<file path="src/rtl/shift_reg_n.sv">
// shift_reg_n: WIDTH-bit universal shift register with serial/parallel I/O,
// a direction flag, a shift counter and a one-cycle frame_done pulse that
// fires after WIDTH same-direction shift/rotate operations.
// Optional feature macro: SHIFT_REG_N_ROTATE_EN (modes 100/101 rotate when
// defined, hold when undefined).
module shift_reg_n #(
   parameter int unsigned      WIDTH     = 8,
   parameter logic [WIDTH-1:0] RESET_VAL = '0
) (
   input  logic             clk,
   input  logic             rst,
   input  logic             en,
   input  logic [2:0]       mode,
   input  logic             sin,
   input  logic [WIDTH-1:0] d,
   output logic [WIDTH-1:0] q,
   output logic [WIDTH-1:0] qb,
   output logic             sout,
   output logic             frame_done
);

   localparam int unsigned    CW      = (WIDTH > 2) ? $clog2(WIDTH) : 1;
   localparam logic [CW-1:0]  CNT_MAX = CW'(WIDTH - 1);

   localparam logic [2:0] MODE_HOLD = 3'b000;
   localparam logic [2:0] MODE_SHL  = 3'b001;
   localparam logic [2:0] MODE_SHR  = 3'b010;
   localparam logic [2:0] MODE_LOAD = 3'b011;
   localparam logic [2:0] MODE_ROL  = 3'b100;
   localparam logic [2:0] MODE_ROR  = 3'b101;
   localparam logic [2:0] MODE_CLR  = 3'b110;

   logic [WIDTH-1:0] r_q;
   logic             r_dir;      // 0 = left, 1 = right
   logic [CW-1:0]    r_cnt;
   logic             r_frame_done;

   logic [WIDTH-1:0] w_q_nxt;
   logic             w_dir_nxt;
   logic [CW-1:0]    w_cnt_nxt;
   logic             w_done_nxt;
   logic             w_is_shift;
   logic             w_op_dir;

   // Decode the requested operation and compute next state.
   always_comb begin
      w_q_nxt    = r_q;
      w_dir_nxt  = r_dir;
      w_cnt_nxt  = r_cnt;
      w_done_nxt = 1'b0;
      w_is_shift = 1'b0;
      w_op_dir   = 1'b0;

      if (en) begin
         case (mode)
            MODE_SHL: begin
               w_q_nxt    = {r_q[WIDTH-2:0], sin};
               w_is_shift = 1'b1;
               w_op_dir   = 1'b0;
            end
            MODE_SHR: begin
               w_q_nxt    = {sin, r_q[WIDTH-1:1]};
               w_is_shift = 1'b1;
               w_op_dir   = 1'b1;
            end
            MODE_LOAD: begin
               w_q_nxt   = d;
               w_cnt_nxt = '0;
            end
`ifdef SHIFT_REG_N_ROTATE_EN
            MODE_ROL: begin
               w_q_nxt    = {r_q[WIDTH-2:0], r_q[WIDTH-1]};
               w_is_shift = 1'b1;
               w_op_dir   = 1'b0;
            end
            MODE_ROR: begin
               w_q_nxt    = {r_q[0], r_q[WIDTH-1:1]};
               w_is_shift = 1'b1;
               w_op_dir   = 1'b1;
            end
`endif
            MODE_CLR: begin
               w_q_nxt   = RESET_VAL;
               w_cnt_nxt = '0;
            end
            MODE_HOLD: ;
            default: ;  // 111 hold; 100/101 hold when rotate is not built in
         endcase
      end

      // A direction change restarts the frame with the current op counted.
      if (w_is_shift) begin
         w_dir_nxt = w_op_dir;
         if (w_op_dir == r_dir) begin
            if (r_cnt == CNT_MAX) begin
               w_cnt_nxt  = '0;
               w_done_nxt = 1'b1;
            end else begin
               w_cnt_nxt = r_cnt + CW'(1);
            end
         end else begin
            w_cnt_nxt = CW'(1);
         end
      end
   end

   // State registers with synchronous active-high reset.
   always_ff @(posedge clk) begin
      if (rst) begin
         r_q          <= RESET_VAL;
         r_dir        <= 1'b0;
         r_cnt        <= '0;
         r_frame_done <= 1'b0;
      end else begin
         r_q          <= w_q_nxt;
         r_dir        <= w_dir_nxt;
         r_cnt        <= w_cnt_nxt;
         r_frame_done <= w_done_nxt;
      end
   end

   assign q          = r_q;
   assign qb         = ~r_q;
   assign sout       = r_dir ? r_q[0] : r_q[WIDTH-1];
   assign frame_done = r_frame_done;

endmodule

</file>
<file path="config.mk">
export PLATFORM = sky130hd
export DESIGN_NAME = shift_reg_n
export DESIGN_NICKNAME = d
export VERILOG_FILES = /design/src/rtl/shift_reg_n.sv
export SDC_FILE = /design/constraint.sdc
export NUM_CORES = 1
export LEC_CHECK = 0
export CAP_MARGIN = 30
export CELL_PAD_IN_SITES_DETAIL_PLACEMENT = 2
export CELL_PAD_IN_SITES_GLOBAL_PLACEMENT = 2
export CORE_ASPECT_RATIO = 0.7
export CORE_UTILIZATION = 23
export CTS_CLUSTER_DIAMETER = 100
export DETAILED_ROUTE_END_ITERATION = 7
export PLACE_DENSITY = 0.74
export SYNTH_ARGS = -nofsm -noshare
export SYNTH_HDL_FRONTEND = slang
export SYNTH_SLANG_ARGS = --single-unit
</file>
<file path="constraint.sdc">
create_clock -name clk -period 2.2 [get_ports clk]
set_clock_uncertainty 0.2 [all_clocks]
set_input_delay 0.33 -clock clk [delete_from_list [all_inputs] [get_ports clk]]
set_output_delay 0.33 -clock clk [all_outputs]
set_load 0.05 [all_outputs]
</file>
==> impl_results.md <==
- Final setup TNS: 0 ns
- Syn_nets: 108
- Status: completed
- Max VDD drop: 216 µV
- Delay-heaviest family, CP: buffers and inverters
- Drt pass-1 iters: 4
- CTS sink count: 13
- Multi-input gate area in the final layout: 484 µm²
- Max Cap Viol: 0
- Hold Path Class: reg2reg
- Root buffer cell: clkbuf_8
- CP max stage delay: 0.82 ns
- Largest family of logic cells by synthesized area: compound AO/OA/AOI/OAI gates
- Layout area overhead: 51.7%
- Vias per std cell: 4.99
- EDFF count, synth: 0
- Antenna-violating nets left: 0
- PostCTS Resize Cnt: 0
- Post-CTS Setup Inserts: 0
- CTS max path bufs: 2
- Crit path buf inv count: 2
- GRT Max-Usage Layer: met2
- Vias: 859
- Final period util: 92.2%
- Final setup fails: 0
- Clock Pin Slew Worst Setup and Hold Paths: 0.06 ns
- Synthesized area: 813 µm²
- Clock latency on the worst-skew pair: 0.24 ns
- P per Cell Area: 562 mW/mm²
- DR WL/cell: 16.0 µm
- Crit path time final: 2.03 ns
- GR Util met3: 2.91%
- Worst-path fanout max: 4
- Crit-path cells: inv_1, clkdlybuf4s50_1
- H-tree Lvls: 1
- Setup CP Type: reg2out
- Drt drc: 0
- GPL Wtd Cong: 0.673
- Die Height: 51.8 µm
- Initial Util: 25.0%
- Area share of xor/xnor cells in the synthesized design: 1.08%
- Synth Area in Adders: 3.08%
- Largest net degree at the start of global routing: 20
- Cells after DPL: 168
- Vias in the first global route: 882
- Tightest Pin Transition: 0.502 ns
- Layout cell share with drive strength beyond 1: 13.6%
- Layout Cells excl Fill: 172
- Sequential fraction of the synthesis area: 32.0%
- Critical path's slowest cell: clkdlybuf4s50_1
- Crit. End Element: output port
- Share of Yosys cell area claimed by the top area cell type: 32.0%
- Top cell type by total area after synthesis: dfxtp_1
- Final nets: 143
- Critical path startpoint category: flip-flop
- Num CTS Buffers: 3
- Met2 Use GR: 26.5%
- Die Area: 0.00378 mm²
- Register area: 260 µm²
- Ports: 33
- Number of hold buffers added after CTS: 0
- DRT iter0 DRCs: 24
- Max Freq: 493 MHz
- Row count: 17
- Initial antenna violation count: 0
- PortBufs: 32
- Grt met1 use: 19.3%
- Most area-consuming cells after synthesis: dfxtp_1 32%, nand2b_1 8.5%, o32ai_1 7.5%
- ANT cells: 0
- First-pass GRT wire length: 4240 µm
- Commonest register cell after synthesis: dfxtp_1
- CP Data Required Time: 1.67 ns
- RSZ-0062 raised after global routing: false
- CP Data Arrival Time: 1.50 ns
- P_leak: 0.475 nW
- # fillers: 387
- Synthesized area per cell: 8.94 µm²
- Final wirelength: 2750 µm
- Slew Limit Fails: 0
- Post-synthesis compound-gate area fraction: 32.9%
- Synth cell types: 34
- Post-synth ARST share: 0%
- CTS tree: done
- Syn. warnings: 0
- Grt total ovfl: 0
- Post-DP HPWL: 2090 µm
- Die width: 73.1 µm
- FF+latch count, synth: 13
- Core Region: 0.00325 mm²
- Post-Synthesis Cells: 91
- Simple-gate share of the synthesized area: 22.0%
- GRT Overall Usage: 15.4%
- Slew margin rel.: 66.5%
- Endpoints failing hold: 0
- Mux cell area share after synthesis: 0%
[layout by cell type, fill, tap and decap left out, types with 2 or more instances in the layout]
| cell | Yosys | routed |
|---|---|---|
| ha_1 | 2 | 2 |
| dfxtp_1 | 13 | 13 |
| nand3b_1 | 2 | 2 |
| nand2b_1 | 11 | 11 |
| inv_1 | 10 | 10 |
| a32o_1 | 2 | 2 |
| clkdlybuf4s50_1 | 0 | 31 |
| o21ai_0 | 3 | 2 |
| o211a_1 | 6 | 6 |
| o32ai_1 | 7 | 7 |
| clkbuf_8 | 0 | 3 |
| o22ai_1 | 8 | 8 |
| nand2_1 | 2 | 2 |
| buf_4 | 0 | 5 |
[stage by stage]
step	hold slack, ns	utilization, %	worst slack [ns]	total power, mW	instance area (µm²)
finish	0.317	37.9	0.173	0.693	1230
global placement	0.259	36.5	0.131	0.477	1190
CTS	0.322	37.9	0.162	0.707	1230
global route	0.330	37.9	0.104	0.727	1230
detailed placement	0.305	36.5	0.0536	0.481	1190
floorplan	0.199	-	0.117	0.396	817
[layout make-up]
| cell class | instances | area share [%] |
|---|---|---|
| well taps | 47 | 4.77 |
| multi-input cells | 62 | 39.2 |
| clock buffers | 4 | 3.65 |
| flip-flops and latches | 13 | 21.1 |
| inverters | 10 | 3.04 |
| repair buffers | 36 | 28.2 |
[sequential cells by signal, indices dropped and copies added (netlist names)]
register / flops
q: 8
r_dir: 1
frame_done: 1
r_cnt: 3
[worst register-to-register path, cell delays in order, from the launching register on]
cell     delay [ns]
dfxtp_1        0.35
ha_1           0.16
ha_1           0.17
nor2_1         0.06
or3_1          0.35
a32o_1         0.22
[cells in the mapped netlist, types with 2 or more instances]
cell type and instances:
a32o_1 2, buf_2 3, dfxtp_1 13, ha_1 2, inv_1 10, nand2_1 2, nand2b_1 11, nand3b_1 2
o211a_1 6, o21ai_0 3, o22ai_1 8, o32ai_1 7
[power by group]
group | switching, mW | internal [mW] | leakage [nW]
Combinational | 0.130 | 0.0897 | 0.346
Sequential | 0.00970 | 0.247 | 0.106
Clock | 0.0893 | 0.128 | 0.0228
[routing by layer]
layer | routed length, µm | up-vias | part of all wire, %
met1 | 1340 | 429 | 49
met4 | 17 | 0 | 0.62
met2 | 1310 | 16 | 48
met5 | 0 | - | 0
li1 | - | 412 | -
met3 | 77 | 2 | 2.8
[final timing paths]
path	slack (ns)	from	to	depth (start not counted)
min	0.32	r_cnt[0]	r_cnt[0]	1
max reg2reg	0.57	r_cnt[0]	r_cnt[0]	5
max	0.17	q[7]	qb[7]	2
min reg2reg	0.32	r_cnt[0]	r_cnt[0]	1
[cells by family (layout without fill, tap and decap cells)]
family / after synthesis / in the layout
and+or+nand+nor: 26 / 26
DFF: 13 / 13
adders and majority gates: 2 / 2
buffers and inverters: 16 / 50
xor gates and xnor gates: 1 / 1
AOI/OAI and AO/OA: 33 / 33
Power figures use the tool's default switching activity.
